<file path="src/rtl/apes_pkg.sv">
// apes_pkg: shared constants and FSM state encoding for the APES readout frame builder.
package apes_pkg;
    localparam logic [7:0] SYNC0_BYTE = 8'hEB;
    localparam logic [7:0] SYNC1_BYTE = 8'h90;
    localparam int         NUM_CH     = 8;
    localparam int         FRAME_LEN  = 20;
    localparam logic [3:0] S_IDLE    = 4'd0;
    localparam logic [3:0] S_SYNC0   = 4'd1;
    localparam logic [3:0] S_SYNC1   = 4'd2;
    localparam logic [3:0] S_SEQ     = 4'd3;
    localparam logic [3:0] S_FETCH   = 4'd4;
    localparam logic [3:0] S_DHI     = 4'd5;
    localparam logic [3:0] S_DLO     = 4'd6;
    localparam logic [3:0] S_CKSUM   = 4'd7;
    localparam logic [3:0] S_DONE    = 4'd8;
    localparam logic [3:0] S_WAITLOW = 4'd9;
endpackage

</file>
<file path="src/rtl/apes_tx_reg.sv">
// apes_tx_reg: one-byte valid/ready holding register feeding the telemetry link.
module apes_tx_reg (
    input  logic       clk50,
    input  logic       rst,
    input  logic       load_i,
    input  logic [7:0] data_i,
    input  logic       tx_ready,
    output logic [7:0] tx_data,
    output logic       tx_valid,
    output logic       xfer_o
);
    logic [7:0] data_q;
    logic       valid_q;
    assign tx_data  = data_q;
    assign tx_valid = valid_q;
    assign xfer_o   = valid_q & tx_ready;
    // load only happens while empty or on the accepting cycle, so a pending byte is never overwritten
    always_ff @(posedge clk50) begin
        if (rst) begin
            valid_q <= 1'b0;
            data_q  <= 8'h00;
        end else if (load_i) begin
            valid_q <= 1'b1;
            data_q  <= data_i;
        end else if (xfer_o) begin
            valid_q <= 1'b0;
        end
    end
endmodule

</file>
<file path="src/rtl/apes_rdout.sv">
// apes_rdout: reads 8 counters and streams a 20-byte sync/seq/data/checksum frame per enable.
module apes_rdout
    import apes_pkg::*;
(
    input  logic        clk50,
    input  logic        rst,
    input  logic        en_rocket_rd,
    output logic [2:0]  cnt_addr,
    input  logic [15:0] cnt_data,
    output logic [7:0]  tx_data,
    output logic        tx_valid,
    input  logic        tx_ready,
    output logic        rdout_done,
    output logic [7:0]  frame_seq
);
    localparam logic [2:0] LAST_CH = 3'(NUM_CH - 1);
    logic [3:0] state_q, state_d;
    logic [2:0] addr_q, addr_d;
    logic [7:0] lo_q, lo_d, cksum_q, cksum_d, seq_q, seq_d;
    logic       fwait_q, fwait_d, done_q, done_d;
    logic       load, xfer;
    logic [7:0] load_data;
    assign cnt_addr   = addr_q;
    assign rdout_done = done_q;
    assign frame_seq  = seq_q;
    apes_tx_reg u_tx (
        .clk50    (clk50),
        .rst      (rst),
        .load_i   (load),
        .data_i   (load_data),
        .tx_ready (tx_ready),
        .tx_data  (tx_data),
        .tx_valid (tx_valid),
        .xfer_o   (xfer)
    );
    // the checksum absorbs each byte as it is loaded, so it is complete when the last low byte goes out
    always_comb begin
        state_d   = state_q;
        addr_d    = addr_q;
        lo_d      = lo_q;
        cksum_d   = cksum_q;
        seq_d     = seq_q;
        fwait_d   = 1'b0;
        done_d    = 1'b0;
        load      = 1'b0;
        load_data = 8'h00;
        case (state_q)
            S_IDLE: if (en_rocket_rd) begin
                state_d = S_SYNC0; load = 1'b1; load_data = SYNC0_BYTE; cksum_d = 8'h00;
            end
            S_SYNC0: if (xfer) begin
                state_d = S_SYNC1; load = 1'b1; load_data = SYNC1_BYTE;
            end
            S_SYNC1: if (xfer) begin
                state_d = S_SEQ; load = 1'b1; load_data = seq_q; cksum_d = cksum_q + seq_q;
            end
            S_SEQ: if (xfer) begin
                state_d = S_FETCH; addr_d = 3'd0;
            end
            // first FETCH cycle lets cnt_data settle on the new address, the second captures it
            S_FETCH: begin
                fwait_d = ~fwait_q;
                if (fwait_q) begin
                    state_d = S_DHI; load = 1'b1; load_data = cnt_data[15:8];
                    lo_d = cnt_data[7:0]; cksum_d = cksum_q + cnt_data[15:8];
                end
            end
            S_DHI: if (xfer) begin
                state_d = S_DLO; load = 1'b1; load_data = lo_q; cksum_d = cksum_q + lo_q;
            end
            S_DLO: if (xfer) begin
                if (addr_q == LAST_CH) begin
                    state_d = S_CKSUM; load = 1'b1; load_data = cksum_q;
                end else begin
                    state_d = S_FETCH; addr_d = addr_q + 3'd1;
                end
            end
            S_CKSUM: if (xfer) begin
                state_d = S_DONE; done_d = 1'b1; seq_d = seq_q + 8'd1;
            end
            S_DONE:    state_d = S_WAITLOW;
            S_WAITLOW: state_d = en_rocket_rd ? S_WAITLOW : S_IDLE;
            default:   state_d = S_IDLE;
        endcase
    end
    always_ff @(posedge clk50) begin
        if (rst) begin
            state_q <= S_IDLE;
            addr_q  <= 3'd0;
            lo_q    <= 8'h00;
            cksum_q <= 8'h00;
            seq_q   <= 8'h00;
            fwait_q <= 1'b0;
            done_q  <= 1'b0;
        end else begin
            state_q <= state_d;
            addr_q  <= addr_d;
            lo_q    <= lo_d;
            cksum_q <= cksum_d;
            seq_q   <= seq_d;
            fwait_q <= fwait_d;
            done_q  <= done_d;
        end
    end
endmodule

</file>
<file path="config.mk">
export PLATFORM = sky130hd
export DESIGN_NAME = apes_rdout
export DESIGN_NICKNAME = d
export VERILOG_FILES = /design/src/rtl/apes_pkg.sv /design/src/rtl/apes_tx_reg.sv /design/src/rtl/apes_rdout.sv
export SDC_FILE = /design/constraint.sdc
export NUM_CORES = 1
export LEC_CHECK = 0
export CORE_ASPECT_RATIO = 1.2
export CORE_MARGIN = 2
export CORE_UTILIZATION = 43
export CTS_CLUSTER_DIAMETER = 120
export DETAILED_ROUTE_END_ITERATION = 10
export GPL_TIMING_DRIVEN = 0
export PLACE_DENSITY = 0.66
export RECOVER_POWER = 100
export REMOVE_ABC_BUFFERS = 1
export SLEW_MARGIN = 10
export SYNTH_ARGS = -nofsm -noshare
export SYNTH_HDL_FRONTEND = slang
export SYNTH_SLANG_ARGS = --single-unit
export TNS_END_PERCENT = 10
</file>
<file path="constraint.sdc">
create_clock -name clk50 -period 6.71 [get_ports clk50]
set_input_delay 1.342 -clock clk50 [delete_from_list [all_inputs] [get_ports clk50]]
set_output_delay 1.342 -clock clk50 [all_outputs]
set_load 0.05 [all_outputs]
</file>
After elaboration in Yosys (flattened, before gate mapping):

Cells that the tools add are included.

* add/subtract/negate cells: 5
* equal/unequal tests: 19
* multiplexer cells: 36
* bitwise logic cells: 4
* reduce and logical (&&, ||, !) cells: 12

Operators by type and width (count)
* $mux W8: 11
* $pmux W8 S6: 1
* $pmux W4 S10: 1
* $mux W4: 9
* $pmux W8 S4: 1
* $add A8 B8 Y8: 3
* $eq A4 B3 Y1 const B: 4
* $ne A2 B1 Y1 const B: 6
* $mux W3: 3
* $add A8 B1 Y8 const B: 1
* $eq A4 B2 Y1 const B: 2
* $eq A4 B4 Y1 const B: 2
* $reduce_and A8 Y1: 1
* $mux W1: 7
* $ne A2 B2 Y1 const B: 3
* $pmux W3 S2: 1
* $reduce_and A5 Y1: 1
* $eq A4 B1 Y1 const B: 1
* $logic_not A4 Y1: 1
* $pmux W1 S4: 1
* $reduce_and A2 Y1: 2
* $reduce_and A4 Y1: 1
* $reduce_bool A2 Y1: 2
* $reduce_bool A4 Y1: 1
* 7 further kinds: 10

* register bits after elaboration: 42
* input port bits: 20
* output and inout port bits: 21
* logic and storage cells: 85

Depth between registers and ports, before layout:

* word-level depth: 5
* depth in mapped cells: 13
* gate-level depth less buffers: 11

Hierarchy:

A second synthesis with hierarchy kept.

* cells, all modules: 318
* area total of the unflattened synthesis: 2613.8 µm²

By module, submodules not included
* apes_rdout: instances 1, cells an instance 287, area each 2285.9 µm², sequential area each 660.6 µm²
* apes_tx_reg: instances 1, cells an instance 31, area each 327.8 µm², sequential area each 180.2 µm²

Worst setup path before layout:

Ideal clock, no wire load.

* path type: input to register
* from: input cnt_data[8]
* to: register cksum_q[6]
* library setup time: 0.123 ns
* arrival: 2.857 ns
* data required time: 6.587 ns
* slack: 3.730 ns
* cell stages on the path: 10
* path buffers: 0
* cell sequence: a22oi_1 -> o21ai_0 -> ha_1 -> inv_1 -> fa_1 -> nor2b_1 -> o21a_1 -> o21ai_0 -> a311oi_1 -> o21ai_1

* longest elaborated chain between the ends: 3

RTL lines
* from (decl): line apes_rdout.sv:9 `input logic [15:0] cnt_data,`
* $add A8 B8 Y8: line apes_rdout.sv:65 `lo_d = cnt_data[7:0]; cksum_d = cksum_q + cnt_data[15:8];`
* $mux W8: line apes_rdout.sv:63 `if (fwait_q) begin`
* $pmux W8 S4: line apes_rdout.sv:47 `case (state_q)`
* to (signal assigned): line apes_rdout.sv:99 `cksum_q <= cksum_d;`
* to (decl): line apes_rdout.sv:19 `logic [7:0] lo_q, lo_d, cksum_q, cksum_d, seq_q, seq_d;`

Every way passes these cells. The select of a mux whose other input is x is not followed.
A chain may end at the register's enable or synchronous reset.

Final worst setup path:

Ends and elaborated chain as after synthesis.

==> run summary <==
Setup Viol. Count Final - 0
Antenna Nets Post-Route - 0
number of buffers created by CTS - 5
Final Skew - 0.00870 ns
max cap viols - 1
Post-DP Area - 0.00292 mm²
min-delay worst type - reg2reg
total setup buffers inserted after CTS - 0
clock slew at reported path FFs - 0.08 ns
mapped cell area - 0.00254 mm²
failing checks - max-capacitance violations, max-slew violations
CP Capture Type - register
chip width - 74.2 µm
synth warn - 0
cell row count - 30
initial DRC count - 270
Avg Inst Size Synth - 8.25 µm²
H-tree levels - 2
Layout area overhead - 18.0%
status - finished, violations left
WL/cell - 16.4 µm
CTS resizes - 0
Hold Vio Cnt, Final - 0
Gate Count Post-Synth - 308
CTS sink count - 42
die area - 0.00654 mm²
sequential area share after synthesis - 33.1%
NumNets Final - 364
fin util - 52.9%
# hold bufs at CTS - 0
Setup CP Type - in2reg
Max clock buf depth - 2
CTS tree - built
via count - 2,421
Design Area, Final - 0.00300 mm²
flops & latches, synth - 42
post-layout minimum cycle time - 3.58 ns
max-slew violation count - 44
largest net degree at the start of global routing - 44
overall power - 0.000505 W
DRC violations left - 0
most frequent cells after synthesis - 42 x dfxtp_1, 39 x nand2_1, 28 x a21oi_1, 20 x a22oi_1, 20 x o21ai_0
worst skew pair latency - 0.30 ns
cell with the most instances after synthesis - dfxtp_1
Core Footprint - 0.00567 mm²
Post-synth EDFFs - 0
vias in the first global route - 2,167
Slew @ Worst Pin - 1.95 ns
synth top area cells - dfxtp_1 33%, a22oi_1 5.9%, nand2_1 5.8%
leak pwr - 1.09 nW
Vias/cell - 5.86
Placer Congestion - 0.896
final wirelength - 6.76 mm
Pre-antenna DRT Iters - 4
IO Port Bufs - 40
CP Data Required Time - 6.89 ns
Max VDD drop - 0.0666 mV
max_slew headroom - -30.2%
RSZ-0062 raised after global routing - false
share of cells above drive strength 1 - 4.80%
setup TNS - 0 ns
startpoint class of the critical path - primary input
WP data arrival - 3.75 ns
hpwl dp - 4.68 mm
ys async rst share - 0%
f_max - 280 MHz
initial antenna violation count - 0
Inserted Diodes - 0
IO Pins - 41
leading area contributor after synthesis - dfxtp_1
pwr/cell area - 168 mW/mm²
Die Ht - 88.2 µm
worst-path maximum fanout - 3
top cell type's share of synthesized area - 33.1%
GR Overflow Total - 0
Clock Tree Root - clkbuf_8
first-pass GRT wire length - 10.8 mm
Final period util - 53.3%
Unique masters post-synth - 56
GRT Util Overall - 21.4%
Initial Util - 44.8%
Main synth FF type - dfxtp_1
-- metal layers --
metal	wire length (µm)	vias to the layer above	share of wire, %	track usage, %
met5	0	-	0	0
met4	74	0	1.1	5.12
met3	249	7	3.7	3.08
met2	3440	68	51	35.6
met1	2990	1161	44	29.2
li1	-	1185	-	-
-- kinds of logic (layout without fill, tap and decap cells) --
logic type	Yosys count	after routing	share of synthesized area, %
xor gates and xnor gates	11	11	3.79
adders and majority gates	11	11	5.71
DFF	42	42	33.1
and+or+nand+nor	102	102	21.1
AOI/OAI and AO/OA	105	105	27.8
buffers and inverters	30	55	5.76
muxes	7	7	2.76
-- worst max-delay path: stages --
cell and delay, ns:
dlygate4sd3_1 0.56, a22oi_1 0.07, o21ai_0 0.22, ha_1 0.27
inv_1 0.08, fa_1 0.41, nor2b_1 0.13, o21a_1 0.15
o21ai_0 0.11, a311oi_1 0.29, o21ai_0 0.12
-- layout make-up --
| class | count | area [µm²] |
|---|---|---|
| inverters | 8 | 30.0 |
| clock inverters | 2 | 10.0 |
| multi-input cells | 236 | 1550 |
| well taps | 80 | 100 |
| repair buffers | 40 | 394 |
| flip-flops and latches | 42 | 841 |
| fillers | 562 | 2670 |
| clock buffers | 5 | 68.8 |
-- worst paths after layout --
check	cells past startpoint	start	slack, ns	end
max	11	cnt_data[8]	3.13	cksum_q[6]
min	2	u_tx.tx_data[6]	0.45	u_tx.tx_data[6]
max reg2reg	9	state_q[0]	3.33	cksum_q[7]
min reg2reg	2	u_tx.tx_data[6]	0.45	u_tx.tx_data[6]
-- layout by cell type, fill, tap and decap left out, drive strengths merged, types with 3 or more instances in the layout --
cell type      Yosys  final
o21ai             22     22
ha                10     10
nor3b              4      4
o2bb2ai            9      9
nor2b              4      4
a221oi             8      8
o21a               3      3
nor2              19     19
a21oi             28     28
xnor2              5      5
clkbuf            12      6
mux2i              7      7
nor3               8      8
clkdlybuf4s50      0     16
and3               3      3
nand3              6      6
nand4              3      3
a22oi             20     20
inv                8      8
and2               3      3
dfxtp             42     42
xor2               6      6
nand2             39     39
nand2b             3      3
dlygate4sd3        0     23
-- per-stage QoR --
step,cells,setup slack (ns),hold WS [ns]
finish,413,3.13,0.448
global route,413,2.92,0.466
CTS,413,3.19,0.454
detailed placement,406,2.90,0.444
global placement,406,2.90,0.437
floorplan,286,3.72,0.430
-- state kept, by name, summed over array words and instances (netlist names) --
signal / flops
rdout_done: 1
u_tx.tx_data: 8
cnt_addr: 3
u_tx.tx_valid: 1
lo_q: 8
cksum_q: 8
state_q: 4
frame_seq: 8
fwait_q: 1
-- power by group --
group,internal [W],total [W],switching (W)
registers,0.000255,0.000266,0.0000109
logic,0.0000300,0.0000809,0.0000509
clock network,0.0000700,0.000158,0.0000878
Note: power is estimated with default switching activity, not from simulation.
